### src/rtl/alu_result_stage_if.sv
// Handshake bus for the ALU result stage: adder-side input and writeback-side output.
interface alu_result_stage_if #(
  parameter int unsigned N = 8
);
  logic         in_valid;
  logic         in_ready;
  logic [N-1:0] sum;
  logic         cout;
  logic         a_msb;
  logic         b_msb;
  logic         upd_flags;
  logic         out_valid;
  logic         out_ready;
  logic [N-1:0] result;
  logic [3:0]   out_flags;

  // Driver side: feeds adder results in, drains results out
  modport master (
    output in_valid, sum, cout, a_msb, b_msb, upd_flags, out_ready,
    input  in_ready, out_valid, result, out_flags
  );

  // Stage side
  modport slave (
    input  in_valid, sum, cout, a_msb, b_msb, upd_flags, out_ready,
    output in_ready, out_valid, result, out_flags
  );
endinterface

### src/rtl/alu_result_stage.sv
// ALU result stage: computes N/Z/C/V from the adder outputs, buffers result+flags
// in a 2-entry skid buffer, and keeps the architectural flag register whose C bit
// is fed back to the adder carry input.
module alu_result_stage #(
  parameter int unsigned N = 8
) (
  input  logic                clk,
  input  logic                rst,
  alu_result_stage_if.slave   bus,
  input  logic                flag_clr,
  output logic [3:0]          flags,
  output logic                carry_fb
);

  typedef struct packed {
    logic [N-1:0] sum;
    logic [3:0]   fl;   // {N,Z,C,V}
  } entry_t;

  // head_q is the output register; skid_q holds the second entry when full
  logic [1:0] count_q, count_d;
  entry_t     head_q, head_d;
  entry_t     skid_q, skid_d;
  logic [3:0] flags_q, flags_d;

  entry_t     new_c;
  logic       accept_c;
  logic       xfer_c;

  // Flag computation on the incoming adder word
  always_comb begin
    new_c.sum = bus.sum;
    new_c.fl  = {bus.sum[N-1],
                 (bus.sum == '0),
                 bus.cout,
                 (bus.a_msb == bus.b_msb) && (bus.sum[N-1] != bus.a_msb)};
  end

  assign accept_c = bus.in_valid && (count_q != 2'd2);
  assign xfer_c   = bus.out_ready && (count_q != 2'd0);

  // Next-state for buffer occupancy, entries and flag register
  always_comb begin
    count_d = count_q;
    head_d  = head_q;
    skid_d  = skid_q;
    flags_d = flags_q;

    unique case ({accept_c, xfer_c})
      2'b10: begin
        count_d = count_q + 2'd1;
        if (count_q == 2'd0) head_d = new_c;
        else                 skid_d = new_c;
      end
      2'b01: begin
        count_d = count_q - 2'd1;
        if (count_q == 2'd2) head_d = skid_q;
      end
      2'b11: begin
        // Occupancy unchanged: head advances, new word goes behind it
        if (count_q == 2'd1) begin
          head_d = new_c;
        end else begin
          head_d = skid_q;
          skid_d = new_c;
        end
      end
      default: ;
    endcase

    // An accepted update takes priority over a clear in the same cycle
    if (accept_c && bus.upd_flags) flags_d = new_c.fl;
    else if (flag_clr)             flags_d = 4'b0000;
  end

  // State registers with synchronous reset discarding buffered entries
  always_ff @(posedge clk) begin
    if (rst) begin
      count_q <= 2'd0;
      head_q  <= '0;
      skid_q  <= '0;
      flags_q <= 4'b0000;
    end else begin
      count_q <= count_d;
      head_q  <= head_d;
      skid_q  <= skid_d;
      flags_q <= flags_d;
    end
  end

  assign bus.in_ready  = (count_q != 2'd2);
  assign bus.out_valid = (count_q != 2'd0);
  assign bus.result    = head_q.sum;
  assign bus.out_flags = head_q.fl;
  assign flags         = flags_q;
  assign carry_fb      = flags_q[1];

endmodule
### src/flat_wrapper.sv
// flat-port wrapper written by rule: the top's interface ports become plain ports
module alu_result_stage_flat 
#(
  parameter int unsigned N = 8
)
  (clk, rst, flag_clr, flags, carry_fb, bus_in_valid, bus_sum, bus_cout, bus_a_msb, bus_b_msb, bus_upd_flags, bus_out_ready, bus_in_ready, bus_out_valid, bus_result, bus_out_flags);
  alu_result_stage_if #(.N(N)) bus_i ();
  input  logic clk;
  input  logic rst;
  input  logic flag_clr;
  output logic [3:0] flags;
  output logic carry_fb;
  input wire logic [$bits(bus_i.in_valid)-1:0] bus_in_valid;
  input wire logic [$bits(bus_i.sum)-1:0] bus_sum;
  input wire logic [$bits(bus_i.cout)-1:0] bus_cout;
  input wire logic [$bits(bus_i.a_msb)-1:0] bus_a_msb;
  input wire logic [$bits(bus_i.b_msb)-1:0] bus_b_msb;
  input wire logic [$bits(bus_i.upd_flags)-1:0] bus_upd_flags;
  input wire logic [$bits(bus_i.out_ready)-1:0] bus_out_ready;
  output wire logic [$bits(bus_i.in_ready)-1:0] bus_in_ready;
  output wire logic [$bits(bus_i.out_valid)-1:0] bus_out_valid;
  output wire logic [$bits(bus_i.result)-1:0] bus_result;
  output wire logic [$bits(bus_i.out_flags)-1:0] bus_out_flags;
  assign bus_i.in_valid = bus_in_valid;
  assign bus_i.sum = bus_sum;
  assign bus_i.cout = bus_cout;
  assign bus_i.a_msb = bus_a_msb;
  assign bus_i.b_msb = bus_b_msb;
  assign bus_i.upd_flags = bus_upd_flags;
  assign bus_i.out_ready = bus_out_ready;
  assign bus_in_ready = bus_i.in_ready;
  assign bus_out_valid = bus_i.out_valid;
  assign bus_result = bus_i.result;
  assign bus_out_flags = bus_i.out_flags;
  alu_result_stage #(.N(N)) u_core (.clk(clk), .rst(rst), .bus(bus_i), .flag_clr(flag_clr), .flags(flags), .carry_fb(carry_fb));
endmodule
### config.mk
export PLATFORM = sky130hd
export DESIGN_NAME = alu_result_stage_flat
export DESIGN_NICKNAME = d
export VERILOG_FILES = /design/src/rtl/alu_result_stage_if.sv /design/src/rtl/alu_result_stage.sv /design/src/flat_wrapper.sv
export SDC_FILE = /design/constraint.sdc
export NUM_CORES = 1
export LEC_CHECK = 0
export BUFFER_PORTS_ARGS = -buffer_cell sky130_fd_sc_hd__buf_2
export CAP_MARGIN = 25
export CORE_MARGIN = 8
export CORE_UTILIZATION = 25
export CTS_BUF_LIST = sky130_fd_sc_hd__clkbuf_8 sky130_fd_sc_hd__clkbuf_16
export DETAILED_ROUTE_END_ITERATION = 6
export SLEW_MARGIN = 15
export SYNTH_ARGS = -nofsm -noshare
export SYNTH_HDL_FRONTEND = slang
export SYNTH_SLANG_ARGS = --single-unit
### constraint.sdc
create_clock -name clk -period 2.7 [get_ports clk]
set_clock_uncertainty 0.1 [all_clocks]
set_input_delay 0 -clock clk [delete_from_list [all_inputs] [get_ports clk]]
set_output_delay 0 -clock clk [all_outputs]
set_load 0.03 [all_outputs]
# Word level (Yosys, flattened, before mapping)
# Index checks and enable logic that the tools add are counted.
[op_classes]
addsub = 2
n_eq_ne = 12
mux = 10
n_reduce_logical = 13
[ops]
columns = ["operator", "count"]
rows = [
  ["two-way mux 12 bit", 5],
  ["one-hot mux 12 bit (3 select lines)", 1],
  ["one-hot mux 12 bit (2 select lines)", 1],
  ["zero test 8 bit", 1],
  ["two-way mux 4 bit", 2],
  ["nonzero test 2 bit", 4],
  ["equality test 2 bit, second input constant", 3],
  ["inequality test 2 bit, second input constant", 3],
  ["AND reduction 3 bit", 2],
  ["equality test 2 x 1 -> 1 bit, second input constant", 2],
  ["logical AND 1 bit", 4],
  ["inequality test 2 x 1 -> 1 bit, second input constant", 2],
  ["one-hot mux 2 bit (2 select lines)", 1],
  ["nonzero test 3 bit", 1],
  ["adder 2 x 1 -> 2 bit, second input constant", 1],
  ["zero test 2 bit", 1],
  ["subtractor 2 x 1 -> 2 bit, second input constant", 1],
  ["equality test 1 bit", 1],
  ["inequality test 1 bit", 1],
]
[word_totals]
regBits = 30
in_bits = 17
output_inout_bits = 19
wordCells = 43

# Logic depth before layout (Yosys ltp)
# Gate-level depths: netlist of the first run.
[depth]
ltp_word = 5
depth_mapped = 11
depth_no_buf = 9

# Least setup slack after synthesis of the first run
# No wires, ideal clock.
[synth_timing]
kind = "register to register"
start = "reg u_core.count_q[0]"
end = "reg u_core.head_q (netlist bit u_core.bus.out_flags[0])"
setup_ps = 132
arrival_ps = 2034
required_time_ps = 2468
slack_ps = 435
path_stages_with_launch = 12
path_buffers = 2
path_cell_list = "dfxtp_1 inv_1 ha_1 nor2b_1 buf_4 inv_2 ha_1 nor2b_1 or3_1 clkbuf_1 a221oi_1 nor3_1"
[synth_between]
elab_chain_cells = 5
elab_cells_between_ends = 16
cone_classes = "eq/ne: 8; mux: 2; reduce/logical: 6"
[synth_lines]
columns = ["item", "line_no", "text"]
rows = [
  ["start: declaration", "alu_result_stage.sv:21", "logic [1:0] count_q, count_d;"],
  ["start signal: assignment", "alu_result_stage.sv:84", "count_q <= count_d;"],
  ["inequality test 2 bit or nonzero test 2 bit (tied branches)", "alu_result_stage.sv:39, alu_result_stage.sv:40", ""],
  ["logical AND 1 bit, on equally long branches", "alu_result_stage.sv:39, alu_result_stage.sv:40", ""],
  ["equality test 2 x 1 -> 1 bit or equality test 2 bit (tied branches)", "alu_result_stage.sv:49", "unique case ({accept_c, xfer_c})"],
  ["inequality test 2 x 1 -> 1 bit (no line) or nonzero test 3 bit (tied branches)", "-", ""],
  ["AND reduction 3 bit (no line)", "-", ""],
  ["end signal: assignment", "alu_result_stage.sv:80", "head_q <= '0;"],
  ["end signal: assignment", "alu_result_stage.sv:85", "head_q <= head_d;"],
  ["end: declaration", "alu_result_stage.sv:22", "entry_t head_q, head_d;"],
]
# Several ways; a longest one is shown, not always the timed one.
# A chain may end at the register's enable or synchronous reset.

# Worst setup path in the final report of the first run
[layout_timing]
start = "reg u_core.count_q[0]"
end = "reg u_core.flags_q[1] (netlist: u_core.flags[1])"
[layout_between]
elab_chain_cells = 4
elab_cells_between_ends = 5
cone_classes = "eq/ne: 1; mux: 1; reduce/logical: 3"
[layout_lines]
columns = ["item", "line_no", "text"]
rows = [
  ["inequality test 2 bit (*)", "alu_result_stage.sv:39", "assign accept_c = bus.in_valid && (count_q != 2'd2);"],
  ["logical AND 1 bit (*)", "alu_result_stage.sv:39", ""],
  ["logical AND 1 bit (*)", "alu_result_stage.sv:72", "if (accept_c && bus.upd_flags) flags_d = new_c.fl;"],
  ["two-way mux 4 bit or nonzero test 2 bit (tied branches)", "-", ""],
  ["end signal: assignment", "alu_result_stage.sv:87", "flags_q <= flags_d;"],
  ["end: declaration", "alu_result_stage.sv:24", "logic [3:0] flags_q, flags_d;"],
]
# Every way passes the cells marked *; elsewhere a longest branch is shown, timed or not.

==> flow_summary.yaml, run 1 <==
power:
  switching_share_pct: 41.8
  combinationalPowerShare_pct: 49.4
  p_int_mw: 1.04
  p_leak_nw: 0.783
  p_switching_mw: 0.746
  seqPwrFrac_pct: 32.1
  power_mw: 1.79
  clockPowerShare_pct: 18.5
  vdd_ir_drop_max_uv: 396
  powerDensity_mw_per_mm2: 1050
grt:
  grt_start_max_net_pins: 29
  antenna_found_initial: 0
  gr-total-overflow: 0
  track_usage_pct: 8.78
  grt_pass1_vias: 1149
  grt_pass1_wl_um: 5290
detailed_routing:
  via_per_inst: 4.43
  wl_um: 3170
  ant_nets: 0
  first_pass_iters: 4
  drtIter0Drc: 54
  remaining_drc_errors: 0
  num_vias: 1124
  routedWlPerCell_um: 12.5
placed_design:
  place_congestion: 0.796
  portBuffers: 35
  dpl.hpwl_um: 2300
  placed_cell_area_sq_mm: 0.00149
  pre_cts_ws_ns: 0.308
cells_and_area:
  final_common_cell: "buf_2"
  n_antenna_cell: 0
  fin_area_sq_mm: 0.00170
  drive_gt1_share_pct: 23.4
  mostFrequentLayoutCells: "buf_2, dfxtp_1, nor2_1"
  nNetsFinal: 208
  fillers: 535
  utilization_pct: 34.0
  syn_to_final_growth_pct: 33.4
sta:
  fin_setup_tns_ns: 0
  final.setup.worst_slack_ns: 0.227
  rsz0062_at_grt: "false"
  fin_crit_ns: 2.47
  worst_pin_slew_ns: 0.675
  max-slew-margin-rel_pct: 55.0
  fmax_mhz: 404
  min_period_over_period_pct: 91.6
  slew_violations: 0
  setup_viol: 0
  finalHoldViolations: 0
worst_setup_path:
  r2r_slack_ns: 0.23
  critPathLaunchType: "flip-flop"
  worstPathMaxFanout: 7
  crit_path_end_kind: "flip-flop"
  crit_type: "flip-flop to flip-flop"
  critPathRequiredTime_ns: 2.82
  cp.arrival_ns: 2.60
  rr_worst_depth: 8
die:
  die_h_um: 87.5
  die_w_um: 87.5
  dieArea_sq_mm: 0.00765
  core.rowCount: 26
  initial_core_util_pct: 25.5
  io_pins: 36
  core_region_area_sq_mm: 0.00501
synth:
  synth.distinct_cells: 28
  synth_nets: 163
  synthMuxAreaShare_pct: 8.62
  syn_area_sq_mm: 0.00128
  synth_area_per_cell_sq_um: 9.12
  synth_compound_area_share_pct: 12.1
  synth-xor-area-share_pct: 1.37
  yosys.area_share.adder_pct: 5.88
  synth_top_family_by_area: "simple AND/OR/NAND/NOR gates"
  syn-instance-count: 140
  ys_seq_elements: 28
  ys_seq_area_share_pct: 43.9
  ys.warnings.count: 0
  synth_simple_gate_area_share_pct: 21.4
clocking:
  cts_setup_buffers: 0
  cts.sinks: 28
  htreeDepth: 1
  clk_pin_slew_ns: 0.10
  insertion_delay_ns: 0.27
  cts_max_path_buffers: 2
  cts-buffers-inserted: 3
  cts.root.buffer_cell: "clkbuf_8"
  cts_tree: "built"
min_path:
  whs_path_depth: 4
  hp-class: "input pin to flip-flop"
outcome:
  run_status: "finished, final reports clean"
flow_run:
  drv_cap: 0
-- synthesized netlist by cell type, drive strengths merged --
library cell / instances / share of area, %
a211oi: 1 / 0.59
a221oi: 11 / 7.5
dfxtp: 28 / 44
o21a: 1 / 0.59
nand3: 4 / 1.6
a21o: 1 / 0.59
a21oi: 4 / 1.6
inv: 6 / 1.8
nand3b: 4 / 2.4
ha: 6 / 5.9
or3: 1 / 0.49
buf: 6 / 3.4
mux2i: 11 / 8.6
o22ai: 1 / 0.49
nor3b: 1 / 0.59
nor2: 25 / 7.3
nand2: 2 / 0.59
xor2: 2 / 1.4
a221o: 1 / 0.78
nand2b: 2 / 1.2
nor3: 12 / 4.7
or4: 2 / 1.2
nor2b: 3 / 1.5
clkbuf: 5 / 1.5
-- critical path, cell delays in order (launching register included) --
cell           delay, ns
dfxtp_1             0.37
inv_1               0.07
ha_1                0.24
nor2b_1             0.18
buf_4               0.17
nand3_1             0.07
dlygate4sd3_1       0.55
a21oi_1             0.11
dlygate4sd3_1       0.55
-- sequential cells by signal, summed over array words and instances (netlist names) --
register,cells
u_core.bus.result,7
u_core.skid_q,11
u_core.count_q,2
u_core.bus.out_flags,4
u_core.flags,4
-- layer usage --
metal / track usage [%] / up-vias / wire (um)
met1: 9.84 / 520 / 1480
met2: 14.9 / 19 / 1550
li1: - / 581 / -
met4: 3.75 / 0 / 32
met3: 2.64 / 4 / 105
met5: 0 / - / 0
-- cells by family after synthesis --
logic type / Yosys count
muxes: 11
xor gates and xnor gates: 2
adders and majority gates: 6
and+or+nand+nor: 56
buffers and inverters: 17
AOI/OAI and AO/OA: 20
DFF: 28
-- final cells by class --
cell class | count | area [sq um] | area share (%)
clock buffers | 3 | 41.3 | 2.42
clock inverters | 1 | 30.0 | 1.76
inverters | 6 | 22.5 | 1.32
multi-input cells | 95 | 632 | 37.1
flip-flops and latches | 28 | 561 | 32.9
well taps | 70 | 87.6 | 5.14
repair buffers | 51 | 330 | 19.4
-- power by group through the flow --
stage	Combinational [mW]	Clock (mW)	Sequential, mW
final	0.882	0.331	0.573
after global routing	0.985	0.366	0.591
after CTS	0.894	0.342	0.576
after detailed placement	0.872	0	0.586
after global placement	0.870	0	0.583
after floorplan	0.554	0	0.709
-- per-stage QoR --
step	hold WS [ns]	std cells
after global placement	0.173	236
after floorplan	0.0439	140
final	0.0497	254
after detailed placement	0.178	236
after global routing	0.0563	254
after CTS	0.0480	254
-- final timing paths --
check / endpoint / startpoint
max: u_core.flags[1] / u_core.count_q[0]
min reg2reg: u_core.flags[0] / u_core.flags[0]
max reg2reg: u_core.flags[1] / u_core.count_q[0]
min: u_core.flags[0] / bus_a_msb
-- what timing repair did --
action                                  4_1_cts  5_1_grt
resized for setup                             0        0
endpoints found under the setup margin        0        0
hold buffers                                 14        0
endpoints found under the hold margin        16        0
Power figures use the tool's default switching activity.
==> run 2: changes to the inputs <==
==> constraint.sdc (replaced) <==
create_clock -name clk -period 2.1 [get_ports clk]
set_clock_uncertainty 0.1 [all_clocks]
set_input_delay 0 -clock clk [delete_from_list [all_inputs] [get_ports clk]]
set_output_delay 0 -clock clk [all_outputs]
set_load 0.03 [all_outputs]
==> run 2 against run 1 <==
Compared with the run above: combinational power rose by 62%; hold slack improved by 0.018 ns; global-route usage rose by 0.47 points; core utilization rose by 3.8 points; final cell count rose by 2.4%; register-to-register slack got worse by 0.13 ns; clock power rose by 29%; first-iteration DRC count fell by 61%; die area did not move; critical path depth rose by 1; highest routed layer unchanged; total power rose by 46%.
==> flow_summary.yaml, run 2 (synthesis gave the netlist of run 1 again) <==
min_path:
  hp-class: "input pin to flip-flop"
worst_setup_path:
  critPathLaunchType: "flip-flop"
  worstPathMaxFanout: 6
  crit_path_end_kind: "flip-flop"
  crit_type: "flip-flop to flip-flop"
  critPathRequiredTime_ns: 2.15
  r2r_slack_ns: 0.1
  cp.arrival_ns: 2.05
grt:
  grt_start_max_net_pins: 29
  gr-total-overflow: 0
  antenna_found_initial: 0
  track_usage_pct: 9.25
  grt_pass1_vias: 1213
  grt_pass1_wl_um: 5640
power:
  p_int_mw: 1.53
  p_leak_nw: 0.852
  powerDensity_mw_per_mm2: 1380
  switching_share_pct: 41.6
  seqPwrFrac_pct: 28.8
  p_switching_mw: 1.09
  combinationalPowerShare_pct: 54.9
  vdd_ir_drop_max_uv: 348
  clockPowerShare_pct: 16.3
detailed_routing:
  ant_nets: 0
  num_vias: 1158
  first_pass_iters: 4
  wl_um: 3350
  remaining_drc_errors: 0
  routedWlPerCell_um: 12.9
  drtIter0Drc: 21
  via_per_inst: 4.45
sta:
  finalHoldViolations: 0
  worst_pin_slew_ns: 0.566
  hold_slack_ns: 0.0678
  min_period_over_period_pct: 95.4
  fin_crit_ns: 2.00
  fmax_mhz: 499
  rsz0062_at_grt: "false"
  max-slew-margin-rel_pct: 62.3
  final.setup.worst_slack_ns: 0.0967
  setup_viol: 0
  slew_violations: 0
cells_and_area:
  syn_to_final_growth_pct: 48.4
  largest-register: "u_core.skid_q"
  largest_reg_flops: 11
  n_antenna_cell: 0
  final_common_cell: "buf_2"
  drive_gt1_share_pct: 39.5
  utilization_pct: 37.8
  nNetsFinal: 214
  mostFrequentLayoutCells: "buf_2, dfxtp_1, nor2_1"
clocking:
  cts_setup_buffers: 0
  clk_pin_slew_ns: 0.10
  cts.sinks: 28
  cts-buffers-inserted: 3
  cts_max_path_buffers: 2
  insertion_delay_ns: 0.28
  cts_tree: "built"
  htreeDepth: 1
  cts.root.buffer_cell: "clkbuf_8"
die:
  die_h_um: 87.5
  io_pins: 36
  die_w_um: 87.5
  core.rowCount: 26
  initial_core_util_pct: 25.5
  dieArea_sq_mm: 0.00765
  core_region_area_sq_mm: 0.00501
placed_design:
  pre_cts_ws_ns: -0.0520
  place_congestion: 0.765
  portBuffers: 35
  dpl.hpwl_um: 2420
outcome:
  run_status: "finished, final reports clean"
flow_run:
  drv_cap: 0
==> run 2: cell types whose count changed in the layout (fill, tap and decap cells not counted), moves of 3 or more <==
cell,delta
a221oi_1,-11
a221oi_2,+11
buf_4,+5
ha_1,-4
inv_1,-3
nor2b_1,-3
==> run 2: area by class of cell <==
class	instances	area [sq um]
timing repair buffer	56	378
clock inverter	1	30.0
tap	70	87.6
fill	530	3110
clock buffer	3	41.3
multi-input combinational	96	771
inverter	6	25.0
sequential	28	563
==> run 2: layer usage <==
layer | GRT usage [%] | wire length (um)
met4 | 3.91 | 46
met3 | 2.26 | 138
met2 | 16.1 | 1650
met1 | 10.4 | 1510
met5 | 0 | 0
==> run 2: per-stage QoR <==
stage	setup TNS [ns]	total power, mW	cells	cell area (sq um)
2_1_floorplan	-0.0000711	1.79	140	1400
3_5_place_dp	-0.0661	2.13	242	1660
5_1_grt	0	2.80	260	1900
4_1_cts	0	2.63	260	1880
6_report	0	2.61	260	1900
3_3_place_gp	-0.00951	2.11	242	1660
==> run 2: final timing paths <==
kind / cells past startpoint / endpoint / from
min: 2 / u_core.skid_q[3] / rst
min reg2reg: 2 / u_core.flags[3] / u_core.flags[3]
max reg2reg: 9 / u_core.bus.result[1] / u_core.count_q[0]
max: 9 / u_core.bus.result[1] / u_core.count_q[0]
==> run 2: timing repair <==
action                                 CTS  global route
hold buffers                            13             0
endpoints found under the hold margin   21             0
setup endpoints to repair               10             8
gates resized for setup                  5             5
gates cloned                             1             0
pin swaps                                1             2
==> run 2: power by group through the flow <==
stage / clock network (mW) / logic, mW / registers, mW
finish: 0.426 / 1.43 / 0.751
global route: 0.459 / 1.57 / 0.774
CTS: 0.440 / 1.44 / 0.752
detailed placement: 0 / 1.37 / 0.764
global placement: 0 / 1.35 / 0.761
floorplan: 0 / 0.867 / 0.927
==> run 2: worst max-delay path, cell delays in order (launching register included) <==
cell and delay (ns):
dfxtp_2 0.33, inv_2 0.07, ha_2 0.17, nand2b_4 0.14
inv_2 0.06, ha_4 0.16, nor2b_4 0.12, or3_4 0.44
a221oi_2 0.20, nor3_1 0.07
